$ cat src/rtl/config_pkg.sv
// Shared constants for the clock-divider configuration block: target
// addresses, index field position, lookup tables and reset defaults.
package config_pkg;

    // Write targets decoded from c_addr; 2'b00 and 2'b11 address nothing.
    localparam logic [1:0] ADDR_UART = 2'b01;
    localparam logic [1:0] ADDR_VGA  = 2'b10;

    // The table index lives in c_data[4:2]; all other data bits are ignored.
    localparam int IDX_MSB = 4;
    localparam int IDX_LSB = 2;
    localparam int IDX_W   = IDX_MSB - IDX_LSB + 1;

    // Resolution entry 7 is reserved and reads back as 640x480.
    localparam logic [IDX_W-1:0] IDX_RES_RESERVED = 3'd7;

    // Baud rates in bits/s, indexed 0..7.
    localparam logic [31:0] BAUD_TABLE [8] = '{
        32'd9600,
        32'd19200,
        32'd38400,
        32'd57600,
        32'd115200,
        32'd230400,
        32'd460800,
        32'd921600
    };

    // Resolutions as {h_pixels[31:16], v_lines[15:0]}, indexed 0..7.
    localparam logic [31:0] RES_TABLE [8] = '{
        32'h0280_01E0,  // 640x480
        32'h0320_0258,  // 800x600
        32'h0400_0300,  // 1024x768
        32'h0500_02D0,  // 1280x720
        32'h0500_0400,  // 1280x1024
        32'h0780_0438,  // 1920x1080
        32'h0640_0384,  // 1600x900
        32'h0280_01E0   // reserved, falls back to 640x480
    };

    // Values the divider registers hold coming out of reset.
    localparam logic [31:0] BAUD_RST = 32'd115200;
    localparam logic [31:0] RES_RST  = 32'h0280_01E0;

endpackage

$ cat src/rtl/config_lut.sv
// Combinational index -> {baud, resolution, res_valid} lookup.
// res_valid is low only for the reserved resolution entry.
module config_lut
    import config_pkg::*;
(
    input  logic [IDX_W-1:0] idx,
    output logic [31:0]      baud,
    output logic [31:0]      res,
    output logic             res_valid
);

    // Pure table lookup; no state.
    always_comb begin
        baud      = BAUD_TABLE[idx];
        res       = RES_TABLE[idx];
        res_valid = (idx != IDX_RES_RESERVED);
    end

endmodule

$ cat src/rtl/config_block.sv
// Runtime configuration registers for the UART and VGA clock dividers.
// Optional build macro: CONFIG_INDEX_CHECK_EN -- when defined, a VGA write
// selecting the reserved resolution index is rejected (no update, no ready).
//
// Handshake: a write is taken on any rising edge where c_valid=1 and c_addr
// names a target. There is no back-pressure; c_UART_ready / c_VGA_ready are
// registered acknowledgements that are high in the cycle after each edge on
// which a qualifying write was sampled, and low otherwise. At most one of
// them is high at a time.
module config_block
    import config_pkg::*;
(
    input  logic        clk,
    input  logic        rst,
    input  logic        c_valid,
    input  logic [1:0]  c_addr,
    input  logic [7:0]  c_data,
    output logic        c_VGA_ready,
    output logic        c_UART_ready,
    output logic [31:0] baudrate,
    output logic [31:0] resolution
);

    logic [IDX_W-1:0] idx;
    logic [31:0]      lut_baud;
    logic [31:0]      lut_res;
    logic             lut_res_valid;

    logic             uart_wr;
    logic             vga_wr;

    logic [31:0]      baud_d, baud_q;
    logic [31:0]      res_d, res_q;
    logic             uart_rdy_d, uart_rdy_q;
    logic             vga_rdy_d, vga_rdy_q;

    // Data bits outside the index field carry no meaning.
    logic [4:0]       unused_data_bits;
    assign unused_data_bits = {c_data[7:5], c_data[1:0]};
    assign idx              = c_data[IDX_MSB:IDX_LSB];

    config_lut u_lut (
        .idx       (idx),
        .baud      (lut_baud),
        .res       (lut_res),
        .res_valid (lut_res_valid)
    );

`ifdef CONFIG_INDEX_CHECK_EN
    // Decode write targets; the reserved resolution index is refused.
    always_comb begin
        uart_wr = c_valid && (c_addr == ADDR_UART);
        vga_wr  = c_valid && (c_addr == ADDR_VGA) && lut_res_valid;
    end
`else
    // The reserved index is accepted and loads the fallback table entry.
    logic unused_res_valid;
    assign unused_res_valid = lut_res_valid;

    // Decode write targets.
    always_comb begin
        uart_wr = c_valid && (c_addr == ADDR_UART);
        vga_wr  = c_valid && (c_addr == ADDR_VGA);
    end
`endif

    // Next-state: load the looked-up value on a write, else hold.
    always_comb begin
        baud_d     = baud_q;
        res_d      = res_q;
        uart_rdy_d = uart_wr;
        vga_rdy_d  = vga_wr;
        if (uart_wr) begin
            baud_d = lut_baud;
        end
        if (vga_wr) begin
            res_d = lut_res;
        end
    end

    // State registers; reset wins over a write on the same edge.
    always_ff @(posedge clk) begin
        if (rst) begin
            baud_q     <= BAUD_RST;
            res_q      <= RES_RST;
            uart_rdy_q <= 1'b0;
            vga_rdy_q  <= 1'b0;
        end else begin
            baud_q     <= baud_d;
            res_q      <= res_d;
            uart_rdy_q <= uart_rdy_d;
            vga_rdy_q  <= vga_rdy_d;
        end
    end

    assign baudrate     = baud_q;
    assign resolution   = res_q;
    assign c_UART_ready = uart_rdy_q;
    assign c_VGA_ready  = vga_rdy_q;

endmodule

$ cat config.mk
export PLATFORM = sky130hd
export DESIGN_NAME = config_block
export DESIGN_NICKNAME = d
export VERILOG_FILES = /design/src/rtl/config_pkg.sv /design/src/rtl/config_lut.sv /design/src/rtl/config_block.sv
export SDC_FILE = /design/constraint.sdc
export NUM_CORES = 1
export LEC_CHECK = 0
export BUFFER_PORTS_ARGS = -buffer_cell sky130_fd_sc_hd__buf_4
export CORE_MARGIN = 2
export CORE_UTILIZATION = 25
export DETAILED_ROUTE_END_ITERATION = 10
export PLACE_DENSITY = 0.51
export SETUP_SLACK_MARGIN = 0.4
export SYNTH_ARGS = -nofsm -noshare
export SYNTH_HDL_FRONTEND = slang
export SYNTH_SLANG_ARGS = --single-unit
$ cat constraint.sdc
create_clock -name clk -period 2.65 [get_ports clk]
set_input_delay 0.53 -clock clk [delete_from_list [all_inputs] [get_ports clk]]
set_output_delay 0.53 -clock clk [all_outputs]
set_load 0.005 [all_outputs]
==> metrics, run 1 <==
most numerous cell in the Yosys netlist=buf_4; drt drc=0; DP Wirelength=2220 um; antenna viol nets, final=0; Worst EP arrival=1540 ps; Largest stage delay, worst path=390 ps; maximum VDD drop=between 0.00015 and 0.0002 V; maximum level of the CTS H-tree=1; Worst Hold Class=reg -> reg; Final Cycle Share=50.1%; PortBufs=37; Yosys reg bits=28; Hold Fails Final Rpt=0; Final setup viols=0; Inserted Clock Buffers=3; share of cells above drive strength 1=21.1%; via/cell ratio=approximately 4.0; floorplan die height=81.3 um; run status=finished, final reports clean; final WL=3020 um; synthesized area per cell=8.69 um2; Cells after DPL=between 200 and 300; Top FF cell, synth=dfxtp_1; Starting Density=25.5%; CP max FO=8; sequential area share after synthesis=37.5%; Post-synth ARST share=0%; post-route setup TNS=0 ps; Core ar.=5850 um2; First-pass DRT Iterations=4; vias=1,119; cell count after synthesis=172; grt met3 use=3.67%; Worst setup EP type=flip-flop; ant diodes=0; vias in the first global route=1,023; Crit-path slowest cell=or3_1; Synth Warn #=0; critical path class=in -> reg; total power divided by cell area=slightly above 500 nW/um2; Post-synth top cells=39 x buf_4, 28 x dfxtp_1, 23 x nand2_1; synth top area cells=dfxtp_1 38%, buf_4 20%, ha_1 7.5%; CTS Sinks=28; cell taking the most area after synthesis=dfxtp_1; Buf/Inv on CP=2; leakage=0.815 nW; Clock Skews=0 ps; TritonCTS clock tree=done; cts hold-fix bufs=0; EDFF count, synth=0; gpl congestion=0.727; maximum operating frequency=754 MHz; FP Rows=28; flop-to-flop setup slack=1800 ps; fill cell count=645; I/O pin cnt=between 70 and 80; unrepaired setup endpoints after global routing=no; Remaining Overflow, GRT=0; post-CTS setup buffer count=0; Yosys cell types=28; crit path cell chain=buf_4 -> inv_1 -> ha_1 -> or3_1 -> a21oi_1; Reg clk slew, reported paths=100 ps; Register Area=561 um2; Data required, critical path=2860 ps; met1 usage=11.6%; Slew Viols, Final=0; Synth Cell Area=roughly 1500 um2; clock root cell=clkbuf_8; cell family with most CP delay=simple AND/OR/NAND/NOR gates; Tot GR Track Use=about a tenth; GRT met2 Usage=15.8%; initial antenna violation count=0; first-pass GRT wire length=approximately 4800 um; nets=227; busiest grt layer=met2; area share of the largest cell type after synthesis=37.5%; die footprint=between 6000 and 7000 um2; largest net degree at the start of global routing=24; CTS resizes=0; Post-Layout Cell Count=279; CP Launch Type=primary input; maxcap violations=0; Tmin final=roughly 1300 ps; Area growth syn-to-layout=17.6%; multi-input logic area=727 um2; worst skew pair latency=270 ps; DIE WIDTH=81.3 um; Longest Clk Path Bufs=2; initial DRC count=53; Routed wire per std cell=10.8 um
## power by group
group	internal, W	switching (W)
sequential	0.000436	0.00000833
combinational	0.0000516	0.0000678
clock	0.000202	0.000135
## flip-flops by register name, summed over array words and instances, names as in the netlist
| register | count |
|---|---|
| baudrate | 13 |
| c_UART_ready | 1 |
| c_VGA_ready | 1 |
| resolution | 13 |
## layout by cell type, fill, tap and decap left out, types with 2 or more instances in the layout
cell / synthesis / final
inv_1: 3 / 3
ha_1: 9 / 9
nand2_1: 23 / 23
nor2_1: 10 / 10
o211ai_1: 4 / 4
conb_1: 1 / 36
and3b_1: 2 / 2
nand3b_1: 5 / 5
dfxtp_1: 28 / 28
nand2b_1: 3 / 3
nor2b_1: 3 / 3
o21ai_1: 2 / 2
a211oi_1: 5 / 5
a21oi_1: 11 / 11
clkbuf_8: 0 / 3
mux2i_1: 4 / 4
nand3_1: 2 / 2
buf_4: 39 / 39
nor3_1: 3 / 3
## per-layer routing
| metal | part of all wire (%) | vias to the layer above |
|---|---|---|
| li1 | - | 565 |
| met4 | 0.26 | 0 |
| met3 | 7.7 | 2 |
| met2 | 45 | 44 |
| met1 | 47 | 508 |
| met5 | 0 | - |
## layout make-up
cell class              count  share of cell area [%]
clock buffers               3                    2.35
clock inverters             1                    1.71
inverters                   3                   0.641
multi-input cells         130                    41.4
flip-flops and latches     28                    31.9
well taps                  75                    5.34
repair buffers             39                    16.7
## tightest hold or removal path: stages, from the launching register on
cell and delay [ps]:
dfxtp_1 320, nand2_1 50, nand2_1 40
## kinds of logic after synthesis
family                   count (synthesis)  synth area share, %
AO/OA/AOI/OAI                           28                 12.4
adder cells (fa/ha/maj)                  9                 7.54
buffers and inverters                   49                 22.6
flip-flops                              28                 37.5
multiplexers                             4                 2.68
other                                    1                0.251
AND/OR/NAND/NOR                         53                 17.0
## through the flow
stage | power, W | area [um2] | util [%] | hold slack [ps] | setup slack, ps
3_3_place_gp | 0.000575 | 1690 | 28.8 | 437 | 1030
2_1_floorplan | 0.000563 | 1630 | - | 439 | 1290
4_1_cts | 0.000916 | 1760 | 30.0 | 455 | 1310
6_report | 0.000901 | 1760 | 30.0 | 448 | 1320
3_5_place_dp | 0.000575 | 1690 | 28.8 | 439 | 1020
5_1_grt | 0.000954 | 1760 | 30.0 | 481 | 1250
## path summary, 6_finish.rpt
path              depth (start not counted)      startpoint              to
setup / recovery                          5       c_data[2]     baudrate[8]
setup reg to reg                          2  resolution[25]  resolution[25]
hold / removal                            2   resolution[8]   resolution[8]
hold reg to reg                           2   resolution[8]   resolution[8]
Power figures use the tool's default switching activity.
==> run 2, diff against run 1 <==
ABC_AREA = 1   (was default)
clock period = 1.2 ns   (was 2.65 ns; I/O delays follow)
==> metrics, run 2 <==
Worst Setup Slack post-DPL=-18.4 ps (-1040 ps); run status=finished, final reports clean; cell family with most CP delay=flip-flops; grt met3 use=2.06% (-1.6 points); Core ar.=6280 um2 (+7.3%); Clock power frac=26.0% (-11 points); gpl congestion=0.779 (+7.2%); FF-to-FF Start=baudrate[11]; FP Rows=29 (+3.6%); Reg clk slew, reported paths=90 ps (about the same); Tmin final=985 ps; Remaining Overflow, GRT=0 (unchanged); ant diodes=0 (unchanged); maxcap violations=0 (unchanged); Inserted Clock Buffers=3 (unchanged); reg2reg end=baudrate[11]; fill cell count=659 (+2.2%); total power divided by cell area=839 nW/um2 (+64%); Worst setup EP type=output pin; maximum operating frequency=approximately 1000 MHz; TritonCTS clock tree=done; I/O pin cnt=79 (unchanged); Crit-path slowest cell=dfxtp_2; cell taking the most area after synthesis=dfxtp_1; Seq pwr share=50.3% (+1.0 points); maximum VDD drop=0.000394 V (+100%); vias=1,346 (+20%); CP Launch Type=flip-flop; First-pass DRT Iterations=4 (unchanged); placed cell area=1870 um2 (+11%); busiest grt layer=met2; Clock Skews=0 ps (unchanged); cell depth of the worst flop-to-flop path=3 (+1); Buf/Inv on CP=1 (-1); Post-synth ARST share=0% (unchanged); Switch Pwr=0.000571 W (+170%); CTS Sinks=28 (unchanged); clock root cell=clkbuf_8; Routed wire per std cell=11.7 um (+7.9%); first-pass GRT wire length=6220 um (+29%); Comb pwr share=23.7% (+10 points); Largest stage delay, worst path=340 ps (-50 ps); EDFF count, synth=0 (unchanged); die footprint=7100 um2 (+7.4%); Tot GR Track Use=10.8% (+1.1 points); Top FF cell, synth=dfxtp_1; DIE WIDTH=84.3 um (+3.6%); area share of the largest cell type after synthesis=34.8% (-2.7 points); DP Wirelength=2580 um (+16%); initial antenna violation count=0 (unchanged); most numerous cell in the Yosys netlist=nand2_1; WHS Endpoint=baudrate[8]; largest net degree at the start of global routing=18 (-25%); Longest Clk Path Bufs=2 (unchanged); Net Sw Frac=28.7% (+5.3 points); Starting Density=25.7% (+0.12 points); Data required, critical path=960 ps (-1900 ps); floorplan die height=84.3 um (+3.6%); final WL=3930 um (+30%); leakage=1.10 nW (+35%); worst skew pair latency=270 ps (about the same); synth top area cells=dfxtp_1 35%, buf_4 18%, nand2_1 9.3%; Synth Warn #=0 (unchanged); flop-to-flop setup slack=530 ps (-1270 ps); maximum level of the CTS H-tree=1 (unchanged); Post-synth top cells=40 x nand2_1, 38 x buf_4, 28 x dfxtp_1; share of cells above drive strength 1=57.5% (+36 points); Area growth syn-to-layout=47.3%; crit path cell chain=buf_4; Yosys reg bits=28 (unchanged); met1 usage=13.6% (+2.0 points); cell count after synthesis=207 (+20%); Worst Hold Class=in -> reg; most common cell after layout, fill and taps aside=conb_1; cts hold-fix bufs=0 (unchanged); vias in the first global route=1,323 (+29%); Final Cycle Share=82.1%; critical path class=reg -> out; Slew Viols, Final=0 (unchanged); nets=283 (+25%); Design Area, Final=2370 um2 (+35%); worst hold start=rst; setup ws final=215 ps (-1110 ps); unrepaired setup endpoints after global routing=yes; synthesized area per cell=7.78 um2 (-10%); Worst EP arrival=740 ps (-800 ps); via/cell ratio=4.01 (-0.12%); GRT met2 Usage=18.5% (+2.7 points); PortBufs=37 (unchanged); Hold Fails Final Rpt=0 (unchanged); worst hold path depth=4 (+2); commonest cells after routing, fill and taps aside=36 x conb_1, 33 x buf_6, 29 x nand2_1; Final setup viols=0 (unchanged); Yosys cell types=21 (-25%); sequential area share after synthesis=34.8% (-2.7 points); Synth Cell Area=1610 um2 (+7.8%); internal power=0.00142 W (+110%); CP max FO=3 (-5); initial DRC count=48 (-9.4%); drt drc=0 (unchanged); antenna viol nets, final=0 (unchanged)
-- run 2: worst max-delay path by stage --
stage                   startpoint  slack [ps]  depth (start not counted)        endpoint
finish              resolution[23]         220                          1  resolution[23]
global route        resolution[22]         180                          1  resolution[22]
CTS                 resolution[23]         200                          1  resolution[23]
detailed placement       c_data[3]         -20                          7     baudrate[9]
global placement         c_data[3]           2                          7     baudrate[9]
floorplan                c_data[3]         220                          6     baudrate[9]
-- run 2: power by group through the flow --
stage / Sequential, W / Clock [W] / Combinational [W]
finish: 0.00100 / 0.000517 / 0.000473
global route: 0.00101 / 0.000569 / 0.000526
CTS: 0.00100 / 0.000541 / 0.000407
detailed placement: 0.00101 / 0 / 0.000332
global placement: 0.00101 / 0 / 0.000331
floorplan: 0.00101 / 0 / 0.000271
-- run 2: cell families (layout without fill, tap and decap cells) --
| group | count (synthesis) | after routing | share of synthesized area (%) |
|---|---|---|---|
| buf+inv | 57 | 73 | 23.7 |
| other cells | 1 | 36 | 0.233 |
| compound gates | 26 | 26 | 10.3 |
| flops | 28 | 28 | 34.8 |
| simple gates | 86 | 87 | 23.9 |
| fa+ha+maj | 9 | 9 | 6.99 |
-- run 2: final cells by class --
| class | count | area, um2 | area share (%) |
|---|---|---|---|
| clock buffer | 3 | 41.3 | 1.74 |
| inverter | 13 | 62.6 | 2.64 |
| multi-input combinational | 158 | 1010 | 42.6 |
| sequential | 28 | 594 | 25.1 |
| tap | 77 | 96.3 | 4.06 |
| timing repair buffer | 57 | 567 | 23.9 |
-- run 2: metrics by stage --
stage | utilization, % | TNS (ps) | std cells | hold slack [ps] | total power (W)
after global routing | 37.8 | 0 | 336 | 332 | 0.00210
after CTS | 34.7 | 0 | 328 | 301 | 0.00195
after global placement | 29.8 | 0 | 322 | 444 | 0.00134
final | 37.8 | 0 | 336 | 294 | 0.00199
after floorplan | - | 0 | 242 | 336 | 0.00128
after detailed placement | 29.8 | -18.4 | 322 | 442 | 0.00134
-- run 2: what timing repair did --
action                                  4_1_cts  5_1_grt
endpoints found under the setup margin       44       54
pin swaps                                    12       23
gates resized for setup                      83       38
gates cloned                                  0        1
setup buffers                                 3        7
-- run 2: layer usage --
metal / vias up / routed length, um
li1: 685 / -
met1: 611 / 1810
met2: 45 / 1850
met3: 5 / 224
met4: 0 / 49
met5: - / 0
